$ cat src/rtl/uart_rx_v2.sv
// uart_rx_v2: oversampling UART receiver with 3-sample majority vote, parity, 1/2 stop bits and valid/ready output.
// Define UART_RX_BREAK_DET_EN to add the brk output and the BRK_WAIT state.
module uart_rx_v2 #(
    parameter int DATA_WIDTH     = 8,
    parameter int PRESCALE_WIDTH = 6
) (
    input  logic                      CLK,
    input  logic                      RST,
    input  logic                      RX_IN,
    input  logic                      PAR_EN,
    input  logic                      PAR_TYP,
    input  logic                      STOP2,
    input  logic [PRESCALE_WIDTH-1:0] Prescale,
    input  logic                      Data_Ready,
    output logic [DATA_WIDTH-1:0]     P_DATA,
    output logic                      Data_Valid,
    output logic                      par_err,
    output logic                      stp_err,
    output logic                      overrun,
`ifdef UART_RX_BREAK_DET_EN
    output logic                      brk,
`endif
    output logic                      busy
);
`ifdef UART_RX_BREAK_DET_EN
    typedef enum logic [2:0] {IDLE, START, DATA, PARITY, STOP, BRK_WAIT} state_t;
`else
    typedef enum logic [2:0] {IDLE, START, DATA, PARITY, STOP} state_t;
`endif
    state_t state;
    logic rx_m, rx_s, rx_p;
    logic [PRESCALE_WIDTH-1:0] edge_cnt, pres_r, half, last;
    logic [3:0] bit_cnt;
    logic par_en_r, par_typ_r, stop2_r;
    logic s0, s1, par_bit, stp_bad;
    logic [DATA_WIDTH-1:0] shreg;
    logic dec, bound, maj, last_bit, final_stop, stp_now, par_bad, good, load;
`ifdef UART_RX_BREAK_DET_EN
    logic all_zero, brk_now;
`endif

    always_comb begin
        half       = pres_r >> 1;
        last       = pres_r - 1'b1;
        dec        = edge_cnt == half + 1'b1;
        bound      = edge_cnt == last;
        maj        = (s0 & s1) | (s0 & rx_s) | (s1 & rx_s);
        last_bit   = bit_cnt == 4'(DATA_WIDTH - 1);
        final_stop = bit_cnt == {3'b000, stop2_r};
        stp_now    = stp_bad | ~maj;
        par_bad    = par_en_r & (par_bit != (par_typ_r ? ~^shreg : ^shreg));
        good       = ~stp_now & ~par_bad;
        load       = ~Data_Valid | Data_Ready;
`ifdef UART_RX_BREAK_DET_EN
        // with two stop bits all_zero already holds the first stop decision
        brk_now    = all_zero & (stop2_r | ~maj);
`endif
    end

    always_ff @(posedge CLK or negedge RST) begin
        if (!RST) begin
            state      <= IDLE;
            rx_m       <= 1'b1;
            rx_s       <= 1'b1;
            rx_p       <= 1'b1;
            edge_cnt   <= '0;
            pres_r     <= PRESCALE_WIDTH'(8);
            bit_cnt    <= '0;
            par_en_r   <= 1'b0;
            par_typ_r  <= 1'b0;
            stop2_r    <= 1'b0;
            s0         <= 1'b1;
            s1         <= 1'b1;
            par_bit    <= 1'b0;
            stp_bad    <= 1'b0;
            shreg      <= '0;
            P_DATA     <= '0;
            Data_Valid <= 1'b0;
            par_err    <= 1'b0;
            stp_err    <= 1'b0;
            overrun    <= 1'b0;
            busy       <= 1'b0;
`ifdef UART_RX_BREAK_DET_EN
            brk        <= 1'b0;
            all_zero   <= 1'b0;
`endif
        end else begin
            rx_m    <= RX_IN;
            rx_s    <= rx_m;
            rx_p    <= rx_s;
            par_err <= 1'b0;
            stp_err <= 1'b0;
            overrun <= 1'b0;
`ifdef UART_RX_BREAK_DET_EN
            brk     <= 1'b0;
            if (dec) all_zero <= all_zero & ~maj;
`endif
            if (Data_Ready) Data_Valid <= 1'b0;
            if (edge_cnt == half - 1'b1) s0 <= rx_s;
            if (edge_cnt == half) s1 <= rx_s;
            if (state != IDLE) edge_cnt <= bound ? '0 : edge_cnt + 1'b1;
            case (state)
                IDLE: begin
                    edge_cnt <= '0;
                    bit_cnt  <= '0;
                    if (rx_p && !rx_s) begin
                        state     <= START;
                        busy      <= 1'b1;
                        par_en_r  <= PAR_EN;
                        par_typ_r <= PAR_TYP;
                        stop2_r   <= STOP2;
                        // short prescales would put the decision cycle past the bit end
                        pres_r    <= (Prescale < PRESCALE_WIDTH'(8)) ? PRESCALE_WIDTH'(8) : Prescale;
                        stp_bad   <= 1'b0;
`ifdef UART_RX_BREAK_DET_EN
                        all_zero  <= 1'b1;
`endif
                    end
                end
                START: begin
                    if (dec && maj) begin
                        state <= IDLE;
                        busy  <= 1'b0;
                    end else if (bound) state <= DATA;
                end
                DATA: begin
                    if (dec) shreg <= {maj, shreg[DATA_WIDTH-1:1]};
                    if (bound) begin
                        bit_cnt <= last_bit ? '0 : bit_cnt + 1'b1;
                        if (last_bit) state <= par_en_r ? PARITY : STOP;
                    end
                end
                PARITY: begin
                    if (dec) par_bit <= maj;
                    if (bound) state <= STOP;
                end
                STOP: begin
                    if (bound) bit_cnt <= bit_cnt + 1'b1;
                    if (dec && !final_stop) stp_bad <= stp_now;
                    if (dec && final_stop) begin
                        state <= IDLE;
                        busy  <= 1'b0;
`ifdef UART_RX_BREAK_DET_EN
                        if (brk_now) begin
                            state    <= BRK_WAIT;
                            busy     <= 1'b1;
                            brk      <= 1'b1;
                            edge_cnt <= '0;
                        end else begin
`else
                        begin
`endif
                            par_err <= par_bad;
                            stp_err <= stp_now;
                            if (good && load) begin
                                P_DATA     <= shreg;
                                Data_Valid <= 1'b1;
                            end
                            if (good && !load) overrun <= 1'b1;
                        end
                    end
                end
`ifdef UART_RX_BREAK_DET_EN
                BRK_WAIT: begin
                    if (!rx_s) edge_cnt <= '0;
                    else if (bound) begin
                        state <= IDLE;
                        busy  <= 1'b0;
                    end
                end
`endif
                default: begin
                    state <= IDLE;
                    busy  <= 1'b0;
                end
            endcase
        end
    end
endmodule

$ cat config.mk
export PLATFORM = sky130hd
export DESIGN_NAME = uart_rx_v2
export DESIGN_NICKNAME = d
export VERILOG_FILES = /design/src/rtl/uart_rx_v2.sv
export SDC_FILE = /design/constraint.sdc
export NUM_CORES = 1
export LEC_CHECK = 0
export ABC_AREA = 1
export BUFFER_PORTS_ARGS = -buffer_cell sky130_fd_sc_hd__buf_2
export CAP_MARGIN = 15
export CORE_ASPECT_RATIO = 0.5
export CORE_MARGIN = 3
export CORE_UTILIZATION = 55
export CTS_BUF_LIST = sky130_fd_sc_hd__clkbuf_8
export CTS_CLUSTER_SIZE = 30
export DETAILED_ROUTE_END_ITERATION = 7
export GPL_TIMING_DRIVEN = 1
export PLACE_DENSITY = 0.75
export SETUP_SLACK_MARGIN = 0.05
export SLEW_MARGIN = 5
export SYNTH_ARGS = -nofsm -noshare
export SYNTH_HDL_FRONTEND = slang
export SYNTH_SLANG_ARGS = --single-unit
$ cat constraint.sdc
create_clock -name CLK -period 2.38 [get_ports CLK]
set_input_delay 0.119 -clock CLK [delete_from_list [all_inputs] [get_ports CLK]]
set_output_delay 0.119 -clock CLK [all_outputs]
set_load 0.02 [all_outputs]
==> results.cfg <==
[logic_synthesis]
synthFlopType = dfrtp_1
post_synth_fa_ha_maj_area_fraction_pct = 2.632
yosys_warnings = 0
netlist_area_um2 = 2853
ys_ff_latch = 50
synth_top_family_by_area = simple AND/OR/NAND/NOR gates
postSynthCellCount = 360
synth_xor_xnor_area_share_pct = 6.009
synthArstFlopShare_pct = 100.0
post_synth_and_or_nand_nor_area_fraction_pct = 32.98
synth_seq_area_share_pct = 44.12
yosysUniqueCellTypes = 34
synth_edf_count = 0
portion_of_netlist_area_occupied_by_mux_cells_pct = 0
synth.net_count = 379
synth.avg_cell_area_um2 = 7.924
synth_compound_area_share_pct = 7.325

[routing]
drt-pass1-iter-count = 4
drtIter0Drc = 74
antenna_left = 0
routed_wire_length_per_instance_um = 12.85
dr_drc_count = 0
detailroute.via_count = 2419
postRouteWirelength_mm = 5.925
route.detailed.vias_per_inst = 5.247

[clock_tree]
tritoncts = yes
tritoncts.num_buffers = 5
cts-htree-levels = 2
cts_sinks = 50
clk-insertion-delay-late_ns = 0.31
deepest_clock_path_buffer_count = 2
clk_pin_slew_ns = 0.10
clk_root_buf = clkbuf_8

[timing]
skew_ns = 0.009305
report.final.hold_viol_count = 0
slew_headroom_pct = 35.00
fin_tns_setup_ns = 0
rsz0062_at_grt = no
timing_worst_slew_pin_value_ns = 0.9749
finalCriticalPeriod_ns = 2.164
final_max_slew_viol_count = 0
postLayoutSetupSlackWorst_ns = 0.2160
period_share_pct = 90.92
timing.final.setup_violations = 0
maxClockFrequency_mhz = 462.1

[die]
chipWidth_um = 107.9
start_util_pct = 60.96
die_h_um = 56.93
row_count = 17
io-pin-count = 26
fp.dieArea_um2 = 6139
core_area_um2 = 4679

[outcome]
status = finished, final reports clean

[global_route]
grt_first_pass_wirelength_mm = 10.54
vias_in_the_first_global_route = 2343
gr-usage-all-layers_pct = 21.41
antenna_found_initial = 0
grt-ovfl-total = 0
grt_start_max_net_pins = 46

[job]
timing.max_cap.violations = 0

[critical_path]
cp_data_required_time_ns = 2.63
type_of_origin_of_the_critical_path = flip-flop
critical_path.max_fanout = 5
rr_worst_depth = 12
worst_ep_arrival_time_ns = 2.42
path_depth = 12
crit_family = simple AND/OR/NAND/NOR gates
cp-startpoint = pres_r[2]$_DFFE_PN0P_
cp_endpoint_kind = flip-flop
timing.critical_path.mode_cell = nor2_1
worstPathCellList = inv_1 > ha_1 > nor2_1 > nor2_1 > nor2_2 > nand2_2 > nor2_4 > nand3_4 > nor3_4 > buf_4 > nand4_1 > nand2_1
worst_flop_to_flop_path_startpoint = pres_r[2]$_DFFE_PN0P_
worst-path-buf-inv = 2
worstSetupPathType = reg -> reg
cpPeakStageDelay_ns = 0.44
timing.critical_path.slowest_stage_cell = dfrtp_2

[finish]
ant_diodes = 0
design.final.nets = 413
utilization_pct = 68.45
fillCellCount = 404
drive_gt1_share_pct = 19.75
stdcell_count = 461
synthToLayoutAreaGrowth_pct = 12.28

[power_and_ir_drop]
cellLeakagePower_nw = 1.669
cellPowerDensity_nw_per_um2 = 1061
peakVddDrop_mv = 0.6402

[placed_design]
pre_cts_slack_ns = 0.07878
buffer_ports.inserted = 25
placed_cells_incl_taps = 446
place.detailed.hpwl_mm = 4.381
gp_congestion = 0.9182

[worst_hold_path]
min_path_cells = 3
worst_hold_path_type = in -> reg
hold_start = PAR_TYP
tightest hold or removal path: stages:
cell and delay, ns:
buf_2 0.07, nand2_1 0.04, nand2_1 0.05
what timing repair did:
item,in CTS,in global routing
hold buffers,3,0
hold endpoints to repair,14,0
gates resized for setup,0,5
buffers inserted,0,4
setup endpoints to repair,0,25
per-stage QoR:
| stage | area, um2 | total power [mW] | hold WS, ns |
|---|---|---|---|
| floorplan | 2853 | 2.505 | -0.1766 |
| global placement | 3032 | 2.736 | 0.2260 |
| detailed placement | 3032 | 2.793 | 0.2275 |
| CTS | 3161 | 3.353 | 0.004389 |
| global route | 3203 | 3.721 | 0.001930 |
| finish | 3203 | 3.399 | 0.002915 |
area by class of cell:
cell class / instances / area (um2) / share of cell area, %
clock buffers: 6 / 82.58 / 2.578
inverters: 41 / 153.9 / 4.805
clock inverters: 2 / 16.27 / 0.5078
multi-input cells: 262 / 1406 / 43.91
well taps: 66 / 82.58 / 2.578
flip-flops and latches: 50 / 1261 / 39.38
repair buffers: 34 / 200.2 / 6.250
synthesized netlist by cell type (3+ instances only):
master / count / area share (%)
dfstp_2: 6 / 5.5
nor2_1: 21 / 2.8
dfrtp_1: 44 / 39
nor3_1: 6 / 1.1
xnor2_1: 8 / 2.5
nand3_1: 20 / 3.5
o21ai_0: 27 / 4.7
clkbuf_1: 3 / 0.39
nand2_1: 115 / 15
nand4_1: 10 / 2.2
inv_2: 6 / 0.79
ha_1: 6 / 2.6
a21oi_1: 5 / 0.88
nor4_1: 3 / 0.66
nand2_2: 9 / 2.0
inv_1: 35 / 4.6
nor2_4: 3 / 1.2
xor2_1: 9 / 2.8
metal layers:
| layer | track usage, % | routed length (um) | vias up |
|---|---|---|---|
| met1 | 29.01 | 2879 | 1130 |
| met2 | 35.42 | 2694 | 58 |
| met3 | 4.018 | 249 | 13 |
| met5 | 0 | 0 | - |
| met4 | 6.115 | 101 | 0 |
| li1 | - | - | 1218 |
power by group:
group / switching [mW] / internal [mW]
Clock: 0.308 / 0.240
Sequential: 0.226 / 1.04
Combinational: 0.992 / 0.593
cells by family after synthesis:
logic type	after synthesis
AO/OA/AOI/OAI	39
XOR/XNOR	18
adder cells (fa/ha/maj)	6
buffers and inverters	48
flip-flops	50
AND/OR/NAND/NOR	199
flip-flops by register name (all words and copies together), names as in the netlist, 3 cells and up:
signal	cells
pres_r	6
bit_cnt	4
shreg	8
state	3
P_DATA	8
edge_cnt	6
layout by cell type (no fill, tap or decap), types with 3 or more instances in the layout:
| cell | instances |
|---|---|
| clkbuf_8 | 6 |
| nand2_2 | 10 |
| a21oi_1 | 5 |
| nor3_1 | 5 |
| dfstp_2 | 6 |
| o21ai_0 | 27 |
| nand2_1 | 114 |
| nor2_4 | 3 |
| xnor2_1 | 8 |
| xor2_1 | 9 |
| inv_2 | 6 |
| nand3_1 | 20 |
| ha_1 | 6 |
| dfrtp_1 | 42 |
| inv_1 | 35 |
| nor2_1 | 20 |
| buf_2 | 25 |
| nor4_1 | 3 |
| nand4_1 | 10 |
| buf_4 | 6 |
| dlygate4sd3_1 | 3 |
final timing paths:
kind	end	slack (ns)
max	P_DATA[7]$_DFFE_PN0P_	0.22
min reg2reg	rx_s$_DFF_PN1_	0.36
min	par_typ_r$_DFFE_PN0P_	0.003
max reg2reg	P_DATA[7]$_DFFE_PN0P_	0.22
max in group asynchronous	pres_r[2]$_DFFE_PN0P_	1.21
min in group asynchronous	P_DATA[0]$_DFFE_PN0P_	0.49
Power figures use the tool's default switching activity.
